File: src/rtl/arq_receiver.sv
// Go-back-N ARQ receive side: forwards only the next in-order frame through a
// 2-entry output skid FIFO and returns coalesced cumulative acknowledgements.
module arq_receiver #(
    parameter int SEQ_BITS  = 4,
    parameter int DATA_BITS = 8
) (
    input  logic                 clk,
    input  logic                 rst,
    input  logic                 in_valid,
    output logic                 in_ready,
    input  logic [SEQ_BITS-1:0]  in_payload_seq,
    input  logic [DATA_BITS-1:0] in_payload_p,
    output logic                 out_valid,
    input  logic                 out_ready,
    output logic [DATA_BITS-1:0] out_payload,
    output logic                 ack_valid,
    input  logic                 ack_ready,
    output logic [SEQ_BITS-1:0]  ack_payload_seq
);

    logic [SEQ_BITS-1:0]  expected_r;
    logic [1:0]           count_r;
    logic                 rd_ptr_r;
    logic                 wr_ptr_r;
    logic [DATA_BITS-1:0] mem_r [0:1];
    logic                 ack_pending_r;

    logic [SEQ_BITS-1:0]  dist_s;
    logic                 in_fire_s;
    logic                 push_s;
    logic                 pop_s;
    logic                 ack_fire_s;
    logic [1:0]           count_nxt_s;
    logic                 ack_pending_nxt_s;

    // in_ready looks only at registered occupancy, so no path from out/ack ready.
    assign in_ready        = ~rst && (count_r < 2'd2);
    assign out_valid       = (count_r != 2'd0);
    assign out_payload     = mem_r[rd_ptr_r];
    assign ack_valid       = ack_pending_r;
    assign ack_payload_seq = expected_r;

    // Handshake decode; duplicates and ahead-of-window frames both have nonzero distance and are dropped.
    always_comb begin
        dist_s     = in_payload_seq - expected_r;
        in_fire_s  = in_valid && in_ready;
        push_s     = in_fire_s && (dist_s == {SEQ_BITS{1'b0}});
        pop_s      = out_valid && out_ready;
        ack_fire_s = ack_valid && ack_ready;
    end

    // Next occupancy and ack-pending state.
    always_comb begin
        count_nxt_s       = count_r;
        ack_pending_nxt_s = ack_pending_r;
        case ({push_s, pop_s})
            2'b10:   count_nxt_s = count_r + 2'd1;
            2'b01:   count_nxt_s = count_r - 2'd1;
            default: count_nxt_s = count_r;
        endcase
        // A new frame in the same cycle as an ack handshake keeps the ack owed.
        if (in_fire_s) begin
            ack_pending_nxt_s = 1'b1;
        end else if (ack_fire_s) begin
            ack_pending_nxt_s = 1'b0;
        end else begin
            ack_pending_nxt_s = ack_pending_r;
        end
    end

    // State registers with synchronous reset.
    always_ff @(posedge clk) begin
        if (rst) begin
            expected_r    <= {SEQ_BITS{1'b0}};
            count_r       <= 2'd0;
            rd_ptr_r      <= 1'b0;
            wr_ptr_r      <= 1'b0;
            mem_r[0]      <= {DATA_BITS{1'b0}};
            mem_r[1]      <= {DATA_BITS{1'b0}};
            ack_pending_r <= 1'b0;
        end else begin
            count_r       <= count_nxt_s;
            ack_pending_r <= ack_pending_nxt_s;
            if (push_s) begin
                mem_r[wr_ptr_r] <= in_payload_p;
                wr_ptr_r        <= ~wr_ptr_r;
                expected_r      <= expected_r + {{(SEQ_BITS-1){1'b0}}, 1'b1};
            end
            if (pop_s) begin
                rd_ptr_r <= ~rd_ptr_r;
            end
        end
    end

endmodule

File: config.mk
export PLATFORM = sky130hd
export DESIGN_NAME = arq_receiver
export DESIGN_NICKNAME = d
export VERILOG_FILES = /design/src/rtl/arq_receiver.sv
export SDC_FILE = /design/constraint.sdc
export NUM_CORES = 1
export LEC_CHECK = 0
export CORE_MARGIN = 2
export CORE_UTILIZATION = 42
export DETAILED_ROUTE_END_ITERATION = 10
export DONT_BUFFER_PORTS = 1
export SYNTH_ARGS = -nofsm -noshare
export SYNTH_HDL_FRONTEND = slang
export SYNTH_SLANG_ARGS = --single-unit
File: constraint.sdc
create_clock -name clk -period 5 [get_ports clk]
set_input_delay 0.25 -clock clk [delete_from_list [all_inputs] [get_ports clk]]
set_output_delay 0.25 -clock clk [all_outputs]
set_load 0.02 [all_outputs]
==> impl_results.md, run 1 <==
- Mapped Cells: 106
- Wire length per cell after detailed routing: 15.2 µm
- DRT antenna net count: 0
- Most common cell in the netlist: edfxtp_1
- Maximum number of pins on one net before global-route repair: 16
- Fraction of registers with async set/reset: 0%
- Reg2Reg Setup Slack: 2.02 ns
- DRT iter0 DRCs: 13
- Most frequent cells after synthesis: 16 x edfxtp_1, 10 x dfxtp_1, 9 x and2_1
- Syn Nets: 128
- Maximum buffer depth of the clock tree: 2
- Input/output buffers: 0
- P&R area growth vs syn: 6.21%
- Reg2reg end: count_r[1]
- CTS Sinks: 26
- CP Max Fanout: 13
- VDD IR max: 0.000134 V
- Initial Utilization: 43.6%
- Hold path depth: 1
- Total GRT Usage: 13.6%
- Die area: 3580 µm²
- FMAX: 0.335 GHz
- Clock Skew: 0.0122 ns
- Post-route DRC violation count: 0
- Number of flops mapped to enable cells by yosys: 16
- CP Launch Type: register
- NumNets Final: 130
- Final setup TNS: 0 ns
- Diode count: 0
- FF-to-FF path depth: 9
- Dominant synthesized flop cell: edfxtp_1
- MaxCap Viol Count: 0
- CTS tree: yes
- Worst reg2reg path startpoint: ack_payload_seq[2]
- Synth area leaders: edfxtp_1 37%, dfxtp_1 15%, mux2_2 6.9%, ha_1 4.8%, and2_1 4.3%
- CTS Buf Count: 3
- Die height: 59.9 µm
- Sequential fraction of the synthesis area: 52.0%
- Grt ovf: 0
- Worst-path clk slew: 0.15 ns
- Status: completed
- Die width: 59.9 µm
- Vias in the first global route: 808
- Hold endpoint: ack_payload_seq[1]
- Synth top area share: 36.7%
- Synth area leader: edfxtp_1
- Slew @ Worst Pin: 0.563 ns
- Core footprint: 3000 µm²
- Leakage Power: 0.000553 µW
- RSZ-0062 raised after global routing: false
- PD cells: 294 nW/µm²
- DR vias/cell: 5.40
- Post-DP HPWL: 1540 µm
- H-tree depth: 1
- CP required: 5.26 ns
- Hold Path Class: input pin to register
- Root buf cell: clkbuf_4
- Type of the worst setup path: register to register
- IO Count: 32
- Clock latency on the worst-skew pair: 0.31 ns
- Vias: 756
- Total power: 410 µW
- WP data arrival: 3.25 ns
- Final hold vios: 0
- Synth warn: 0
- CP endpoint kind: register
- Initial antenna violation count: 0
- Detailed Routing Iterations Pass 1: 3
- Flops & latches, synth: 26
- Minimum clock period: 2.98 ns
- Yosys cell types: 36
- Fill count: 299
- Rel. slew slack: 62.3%
- First-pass GRT wire length: 3660 µm
- FP Rows: 20
- Routability congestion estimate: 0.776
- Final period utilization: 59.7%
- Final Max Slew Viols: 0
- Syn Area/Cell: 12.4 µm²
- Wirelength, routed: 2120 µm
- Fraction of layout cells with a size suffix above 1: 17.8%
- Final setup fails: 0
- Hold path start: rst
- Mapped Area: 1310 µm²
-- cell type report --
type / instances / area, µm² / share of cell area, %
well taps: 33 / 41.3 / 2.97
clock inverters: 1 / 30.0 / 2.16
flip-flops and latches: 26 / 681 / 48.9
clock buffers: 3 / 22.5 / 1.62
inverters: 4 / 15.0 / 1.08
multi-input cells: 72 / 592 / 42.5
repair buffers: 1 / 10.0 / 0.719
-- metal layers --
layer  vias to the layer above  track usage (%)  share of wire (%)
li1                        384                -                  -
met5                         -                0                  0
met2                        26             21.1                 43
met1                       344             18.3                 48
met4                         0             4.13               0.75
met3                         2             3.90                8.3
-- critical path, cell delays in order, from the launching register on --
cell and delay [ns]:
dfxtp_1 0.50, inv_1 0.10, ha_1 0.21, xnor3_1 0.35, or4_4 0.54, a21oi_4 0.34
inv_2 0.05, ha_1 0.33, or3_1 0.37, a21oi_1 0.14
-- cell families (layout without fill, tap and decap cells) --
family,after synthesis,after routing,synth area share [%]
xor gates and xnor gates,5,5,4.39
and+or+nand+nor,38,38,17.3
AOI/OAI and AO/OA,13,13,9.36
adders and majority gates,5,5,4.78
DFF,26,26,52.0
muxes,11,11,9.36
buffers and inverters,8,9,2.86
-- timing repair --
action | in CTS | in global routing
hold endpoints to repair | 5 | 0
gates resized for setup | 0 | 0
buffers inserted | 0 | 0
hold buffers | 1 | 0
-- cells in the final DEF, fill, tap and decap left out, drive strengths merged, types with 2 or more instances in the layout --
cell     n
xnor2    3
a21oi    3
dfxtp   10
and2     9
and3     8
clkbuf   3
ha       5
edfxtp  16
a211oi   2
o211ai   3
or2      2
mux2    10
nor2     7
inv      4
nand2b   4
nor2b    2
-- worst max path at each step --
stage	from	end	cells past startpoint
6_report	ack_payload_seq[2]	count_r[1]	9
5_1_grt	ack_payload_seq[2]	count_r[1]	9
4_1_cts	ack_payload_seq[2]	count_r[1]	9
3_5_place_dp	ack_payload_seq[2]	count_r[1]	9
3_3_place_gp	ack_payload_seq[2]	count_r[1]	9
2_1_floorplan	ack_payload_seq[2]	count_r[1]	10
-- flip-flops by register name (all words and copies together) (netlist names), named ones only --
name / flops
ack_payload_seq: 4
ack_valid: 1
count_r: 2
mem_r: 16
rd_ptr_r: 1
wr_ptr_r: 1
-- where the power goes --
part	switching [µW]	internal (µW)	total [µW]
logic	18.4	11.6	30.0
registers	4.52	234	238
clock network	60.5	81.0	141
-- per-stage QoR --
step	utilization [%]	instance area (µm²)	cells	hold slack, ns	setup slack (ns)
global placement	44.3	1330	135	0.322	2.08
floorplan	-	1310	106	0.399	2.19
detailed placement	44.3	1330	135	0.326	2.00
global route	46.3	1390	140	0.00701	1.81
finish	46.3	1390	140	0.0395	2.02
CTS	46.3	1390	140	0.0232	1.98
No activity file was read; power rests on OpenSTA's default activity.
==> run 2: changes to the inputs <==
- ABC_AREA: default -> 1
- clock period: 5 -> 2.6 ns (I/O delays scaled with it)
==> run 2 against run 1 <==
Synthesized cell count grew 37%. Critical endpoint unchanged. Non-clock buffer count grew 4. Combinational power rose to 2.8 times the previous value. Setup slack worse by 1.6 ns. Highest routed layer unchanged. Sequential share of layout area fell by 2.8 points.
==> impl_results.md, run 2 <==
- Status: completed (unchanged)
- Slew @ Worst Pin: 0.387 ns (was 0.563 ns)
- WHS: 0.0227 ns (was 0.0395 ns)
- Type of the worst setup path: register to register (unchanged)
- Vias in the first global route: 885 (was 808)
- Most frequent cells after synthesis: 28 x nor2_1, 27 x nand2_1, 20 x inv_1 (was 16 x edfxtp_1, 10 x dfxtp_1, 9 x and2_1)
- Complex-gate fraction of the synthesized area: 3.02% (was 9.36%)
- CP Max Fanout: 7 (was 13)
- Mapped Area: 1330 µm² (was 1310 µm²)
- Root buf cell: clkbuf_4 (unchanged)
- Synth area leader: edfxtp_1 (unchanged)
- CTS tree: yes (unchanged)
- Sw Pwr: 183 µW (was 83.4 µW)
- Reg2Reg Setup Slack: 0.44 ns (was 2.02 ns)
- H-tree depth: 1 (unchanged)
- Most common cell after layout, fill and taps aside: nor2_1 (was edfxtp_1)
- Hold path start: in_payload_p[6] (was rst)
- Setup ws final: 0.442 ns (was 2.02 ns)
- Leakage Power: 0.000695 µW (was 0.000553 µW)
- Seq pwr share: 56.2% (was 58.1%)
- Minimum clock period: 2.16 ns (was 2.98 ns)
- Xor/xnor cell area share of the yosys netlist: 1.98% (was 4.39%)
- Gate power share: 10.2% (was 7.3%)
- Final period utilization: 83.0% (was 59.7%)
- VDD IR max: 0.000374 V (was 0.000134 V)
- FF-to-FF path depth: 13 (was 9)
- Final setup TNS: 0 ns (unchanged)
- Initial Utilization: 43.8% (was 43.6%)
- Fill count: 291 (was 299)
- Diode count: 0 (unchanged)
- Vias: 927 (was 756)
- Detailed Routing Iterations Pass 1: 4 (was 3)
- Final Max Slew Viols: 0 (unchanged)
- Grt ovf: 0 (unchanged)
- Die height: 60.2 µm (was 59.9 µm)
- Total power: 818 µW (was 410 µW)
- Maximum buffer depth of the clock tree: 2 (unchanged)
- Initial antenna violation count: 0 (unchanged)
- Routability congestion estimate: 0.697 (was 0.776)
- Post-Layout Cell Count: 197 (was 140)
- Clock Skew: 0.0106 ns (was 0.0122 ns)
- Internal: 634 µW (was 326 µW)
- Critical path origin: ack_payload_seq[2] (unchanged)
- Worst reg2reg path startpoint: ack_payload_seq[2] (unchanged)
- Inst Count DP: 190 (was 135)
- Gates resized, CTS repair: 0 (unchanged)
- Total GRT Usage: 13.7% (was 13.6%)
- Wire length per cell after detailed routing: 11.2 µm (was 15.2 µm)
- DRT antenna net count: 0 (unchanged)
- Post-CTS Repair Setup Buffers: 0 (unchanged)
- Hold path depth: 2 (was 1)
- Fraction of registers with async set/reset: 0% (unchanged)
- WP data arrival: 2.42 ns (was 3.25 ns)
- Syn Nets: 167 (was 128)
- Synth warn: 0 (unchanged)
- Rel. slew slack: 74.2% (was 62.3%)
- Maximum number of pins on one net before global-route repair: 16 (unchanged)
- First-pass GRT wire length: 3710 µm (was 3660 µm)
- Die width: 60.2 µm (was 59.9 µm)
- Dominant synthesized flop cell: edfxtp_1 (unchanged)
- Worst-path clk slew: 0.14 ns (was 0.15 ns)
- Synth top area share: 36.2% (was 36.7%)
- FP Rows: 20 (unchanged)
- Simple-Gate Fraction of Synth Area: 25.7% (was 17.3%)
- Hold Path Class: input pin to register (unchanged)
- Core footprint: 3030 µm² (was 3000 µm²)
- CP required: 2.86 ns (was 5.26 ns)
- CTS Buf Count: 3 (unchanged)
- MaxCap Viol Count: 0 (unchanged)
- NumNets Final: 176 (was 130)
- Die area: 3620 µm² (was 3580 µm²)
- Switch share: 22.4% (was 20.4%)
- Clock network fraction of total power: 33.5% (was 34.5%)
- Fraction of layout cells with a size suffix above 1: 16.3% (was 17.8%)
- Placement Setup Slack: 0.459 ns (was 2.00 ns)
- Number of flops mapped to enable cells by yosys: 16 (unchanged)
- DR vias/cell: 4.71 (was 5.40)
- Clock latency on the worst-skew pair: 0.32 ns (was 0.31 ns)
- Commonest cells after routing, fill and taps aside: 28 x nor2_1, 27 x nand2_1, 20 x inv_1 (was 16 x edfxtp_1, 10 x dfxtp_1, 9 x and2_1)
- Syn Area/Cell: 9.15 µm² (was 12.4 µm²)
- Flops & latches, synth: 26 (unchanged)
- FMAX: 0.463 GHz (was 0.335 GHz)
- PD cells: 554 nW/µm² (was 294 nW/µm²)
- CP endpoint kind: register (unchanged)
- CP Launch Type: register (unchanged)
- Synth area leaders: edfxtp_1 36%, dfxtp_1 15%, nor2_1 7.9%, nand2_1 7.6%, mux2_2 6.8% (was edfxtp_1 37%, dfxtp_1 15%, mux2_2 6.9%, ha_1 4.8%, and2_1 4.3%)
- Biggest register: mem_r (unchanged)
- Final setup fails: 0 (unchanged)
- CTS Sinks: 26 (unchanged)
- DRT iter0 DRCs: 11 (was 13)
- IO Count: 32 (unchanged)
- Post-route DRC violation count: 0 (unchanged)
- Post-DP HPWL: 1630 µm (was 1540 µm)
- P&R area growth vs syn: 11.2% (was 6.21%)
- Wirelength, routed: 2200 µm (was 2120 µm)
- Mapped Cells: 145 (was 106)
- Sequential fraction of the synthesis area: 51.3% (was 52.0%)
- Post-synthesis mux area share: 6.79% (was 9.36%)
- Post-synthesis adder-cell area fraction: 4.72% (was 4.78%)
- Max reg flops: 16 (unchanged)
- Most common cell in the netlist: nor2_1 (was edfxtp_1)
- Largest family of logic cells by synthesized area: simple AND/OR/NAND/NOR gates (unchanged)
- CP Capture Point: count_r[1] (unchanged)
- RSZ-0062 raised after global routing: false (unchanged)
- Reg2reg end: count_r[1] (unchanged)
- Yosys cell types: 22 (was 36)
- Input/output buffers: 0 (unchanged)
- Final hold vios: 0 (unchanged)
[run 2: power groups by stage]
stage	logic, µW	registers, µW	clock network (µW)
finish	83.7	460	274
global placement	78.8	469	0
CTS	84.8	460	279
floorplan	69.1	467	0
global route	95.3	462	296
detailed placement	80.6	469	0
[run 2: worst max-delay path, stage by stage, from the launching register on]
cell     delay, ns
dfxtp_1       0.37
inv_1         0.07
ha_1          0.30
or2_1         0.24
nand2_1       0.09
nand2_1       0.06
nand2_2       0.12
nand2_4       0.09
ha_1          0.32
a21oi_1       0.11
o21ai_0       0.08
inv_1         0.07
o21ai_0       0.07
a21oi_1       0.11
[run 2: layout make-up]
class                   count  area [µm²]  area share, %
flip-flops and latches     26         681           46.1
multi-input cells          96         559           37.9
well taps                  44        55.1           3.73
clock buffers               3        22.5           1.53
clock inverters             1        30.0           2.04
inverters                  22        82.6           5.60
repair buffers              5        45.0           3.05
[run 2: worst min-delay path by stage]
| stage | slack (ns) | to |
|---|---|---|
| 2_1_floorplan | 0.20 | count_r[0] |
| 3_3_place_gp | 0.21 | count_r[0] |
| 3_5_place_dp | 0.21 | count_r[0] |
| 4_1_cts | 0.02 | mem_r[0][6] |
| 5_1_grt | 0.008 | mem_r[0][6] |
| 6_report | 0.02 | mem_r[0][6] |
[run 2: cells by family after synthesis]
logic type | after synthesis
simple gates | 72
mux | 8
flops | 26
buf+inv | 23
compound gates | 8
fa+ha+maj | 5
xor+xnor | 3
[run 2: repair_timing]
item | CTS | global route
endpoints found under the setup margin | 0 | 0
hold buffers | 3 | 0
hold endpoints to repair | 2 | 0
[run 2: per-layer routing]
layer | wire, µm | vias to the layer above | GRT usage, %
met1 | 981 | 420 | 16.6
met3 | 156 | 2 | 4.76
met4 | 10 | 0 | 2.86
met2 | 1050 | 29 | 23.3
met5 | 0 | - | 0
li1 | - | 476 | -
[run 2: per-stage QoR]
stage               cell area, µm²  util [%]
finish                        1480      48.7
detailed placement            1390      46.0
floorplan                     1330         -
global route                  1480      48.7
CTS                           1480      48.7
global placement              1390      46.0
==> run 3: changes to the inputs <==
- clock period: 2.6 -> 2.1 ns (I/O delays scaled with it)
==> run 3 against run 2 <==
Critical path depth unchanged. Clock skew fell by 0.0023 ns. Count of clock-buffer cells in the layout unchanged. Total power is 27% higher. First-iteration DRC count rose to 3.5 times the previous value. Critical path type unchanged. Largest cell class unchanged.
==> impl_results.md, run 3 (same netlist as run 2, synthesis figures left out) <==
- Status: completed (unchanged)
- Clock Skew: 0.00823 ns (was 0.0106 ns)
- Final period utilization: 90.3% (was 83.0%)
- PD cells: 629 nW/µm² (was 554 nW/µm²)
- CTS tree: yes (unchanged)
- Minimum clock period: 1.90 ns (was 2.16 ns)
- Initial antenna violation count: 0 (unchanged)
- RSZ-0062 raised after global routing: false (unchanged)
- Final setup TNS: 0 ns (unchanged)
- Post-route DRC violation count: 0 (unchanged)
- Die height: 60.2 µm (unchanged)
- Commonest cells after routing, fill and taps aside: 28 x nor2_1, 22 x nand2_1, 18 x inv_1 (was 28 x nor2_1, 27 x nand2_1, 20 x inv_1)
- Root buf cell: clkbuf_4 (unchanged)
- IO Count: 32 (unchanged)
- Slowest cell on crit path: dfxtp_2 (was dfxtp_1)
- CP Launch Type: register (unchanged)
- Maximum buffer depth of the clock tree: 2 (unchanged)
- Worst-path clk slew: 0.13 ns (was 0.14 ns)
- FF-to-FF path depth: 13 (unchanged)
- Clock latency on the worst-skew pair: 0.32 ns (about the same)
- Slew @ Worst Pin: 0.385 ns (was 0.387 ns)
- Total power: 1040 µW (was 818 µW)
- Final Max Slew Viols: 0 (unchanged)
- P&R area growth vs syn: 24.6% (was 11.2%)
- Hold path depth: 2 (unchanged)
- CP required: 2.36 ns (was 2.86 ns)
- Levels on crit path: 13 (unchanged)
- WP data arrival: 2.15 ns (was 2.42 ns)
- CP endpoint kind: register (unchanged)
- Crit path max-delay family: simple AND/OR/NAND/NOR gates (was adder cells)
- Diode count: 0 (unchanged)
- Worst-path cell chain: inv_2 > ha_4 > or2_4 > nand2_2 > nand2_1 > nand2_2 > nand2_4 > ha_4 > a21oi_1 > o21ai_0 > inv_1 > o21ai_0 > a21oi_1 (was inv_1 > ha_1 > or2_1 > nand2_1 > nand2_1 > nand2_2 > nand2_4 > ha_1 > a21oi_1 > o21ai_0 > inv_1 > o21ai_0 > a21oi_1)
- Vias in the first global route: 835 (was 885)
- Hold Path Class: input pin to register (unchanged)
- Final hold vios: 0 (unchanged)
- Die area: 3620 µm² (unchanged)
- Most common cell after layout, fill and taps aside: nor2_1 (unchanged)
- CP Max Fanout: 7 (unchanged)
- CTS Buf Count: 3 (unchanged)
- NumNets Final: 190 (was 176)
- Slowest stage delay, CP: 0.36 ns (was 0.37 ns)
- Type of the worst setup path: register to register (unchanged)
- FMAX: 0.527 GHz (was 0.463 GHz)
- Initial Utilization: 43.8% (unchanged)
- Setup ws final: 0.204 ns (was 0.442 ns)
- Design area: 1650 µm² (was 1480 µm²)
- Core footprint: 3030 µm² (unchanged)
- Detailed Routing Iterations Pass 1: 4 (unchanged)
- Die width: 60.2 µm (unchanged)
- Rel. slew slack: 74.3% (was 74.2%)
- Leakage Power: 0.000770 µW (was 0.000695 µW)
- Final setup fails: 0 (unchanged)
- DRT antenna net count: 0 (unchanged)
- Wirelength, routed: 2260 µm (was 2200 µm)
- Wire length per cell after detailed routing: 10.7 µm (was 11.2 µm)
- Routability congestion estimate: 0.712 (was 0.697)
- WHS: 0.00961 ns (was 0.0227 ns)
- DR vias/cell: 4.60 (was 4.71)
- Placement Setup Slack: 0.0216 ns (was 0.459 ns)
- Buf+Inv Stages, Crit Path: 2 (unchanged)
- Vias: 970 (was 927)
- Input/output buffers: 0 (unchanged)
- Total GRT Usage: 13.3% (was 13.7%)
- Biggest register: mem_r (unchanged)
- VDD IR max: 0.000605 V (was 0.000374 V)
- DRT iter0 DRCs: 39 (was 11)
- Post-DP HPWL: 1600 µm (was 1630 µm)
- MaxCap Viol Count: 0 (unchanged)
- Max reg flops: 16 (unchanged)
- FP Rows: 20 (unchanged)
- Grt ovf: 0 (unchanged)
- Fraction of layout cells with a size suffix above 1: 28.7% (was 16.3%)
- Post-DP Area: 1440 µm² (was 1390 µm²)
- CTS Sinks: 26 (unchanged)
- First-pass GRT wire length: 3530 µm (was 3710 µm)
- Maximum number of pins on one net before global-route repair: 16 (unchanged)
- H-tree depth: 1 (unchanged)
==> run 3: cell count changes in the layout (fill, tap and decap cells not counted), moves of 3 or more <==
cell,change
ha_4,+3
ha_1,-3
dlygate4sd3_1,+5
nand2_1,-5
nand2_2,+5
buf_4,+9
==> run 3: area by class of cell <==
class | count | area (µm²)
fillers | 278 | 1380
repair buffers | 19 | 163
flip-flops and latches | 26 | 683
clock buffers | 3 | 22.5
clock inverters | 1 | 30.0
inverters | 22 | 82.6
well taps | 44 | 55.1
multi-input cells | 96 | 617
==> run 3: path summary, 6_finish.rpt <==
kind	slack [ns]	end	start
worst min register to register	0.47	register	rd_ptr_r
worst max-delay path	0.20	count_r[1]	ack_payload_seq[2]
worst min-delay path	0.01	mem_r[0][1]	in_payload_p[1]
worst max register to register	0.20	count_r[1]	ack_payload_seq[2]
==> run 3: power breakdown <==
part | leakage [µW] | internal, µW | switching (µW)
clock | 0.0000279 | 193 | 146
sequential | 0.000247 | 558 | 10.1
combinational | 0.000495 | 53.8 | 78.1
==> run 3: metal layers <==
metal | up-vias | GRT usage (%) | routed length, µm
met5 | - | 0 | 0
met4 | 0 | 2.86 | 16
met3 | 2 | 5.41 | 158
met2 | 28 | 22.8 | 1080
met1 | 436 | 15.6 | 1010
li1 | 504 | - | -
==> run 3: through the flow <==
stage	std cells	util, %
after global routing	211	54.6
final	211	54.6
after global placement	196	47.6
after detailed placement	196	47.6
after floorplan	145	-
after CTS	208	52.0
==> run 3: timing repair <==
item / 4_1_cts / 5_1_grt
endpoints found under the hold margin: 8 / 0
endpoints found under the setup margin: 1 / 10
setup buffers: 0 / 3
pin swaps: 0 / 3
hold buffers: 8 / 0
gates resized for setup: 1 / 11
cloned: 0 / 0
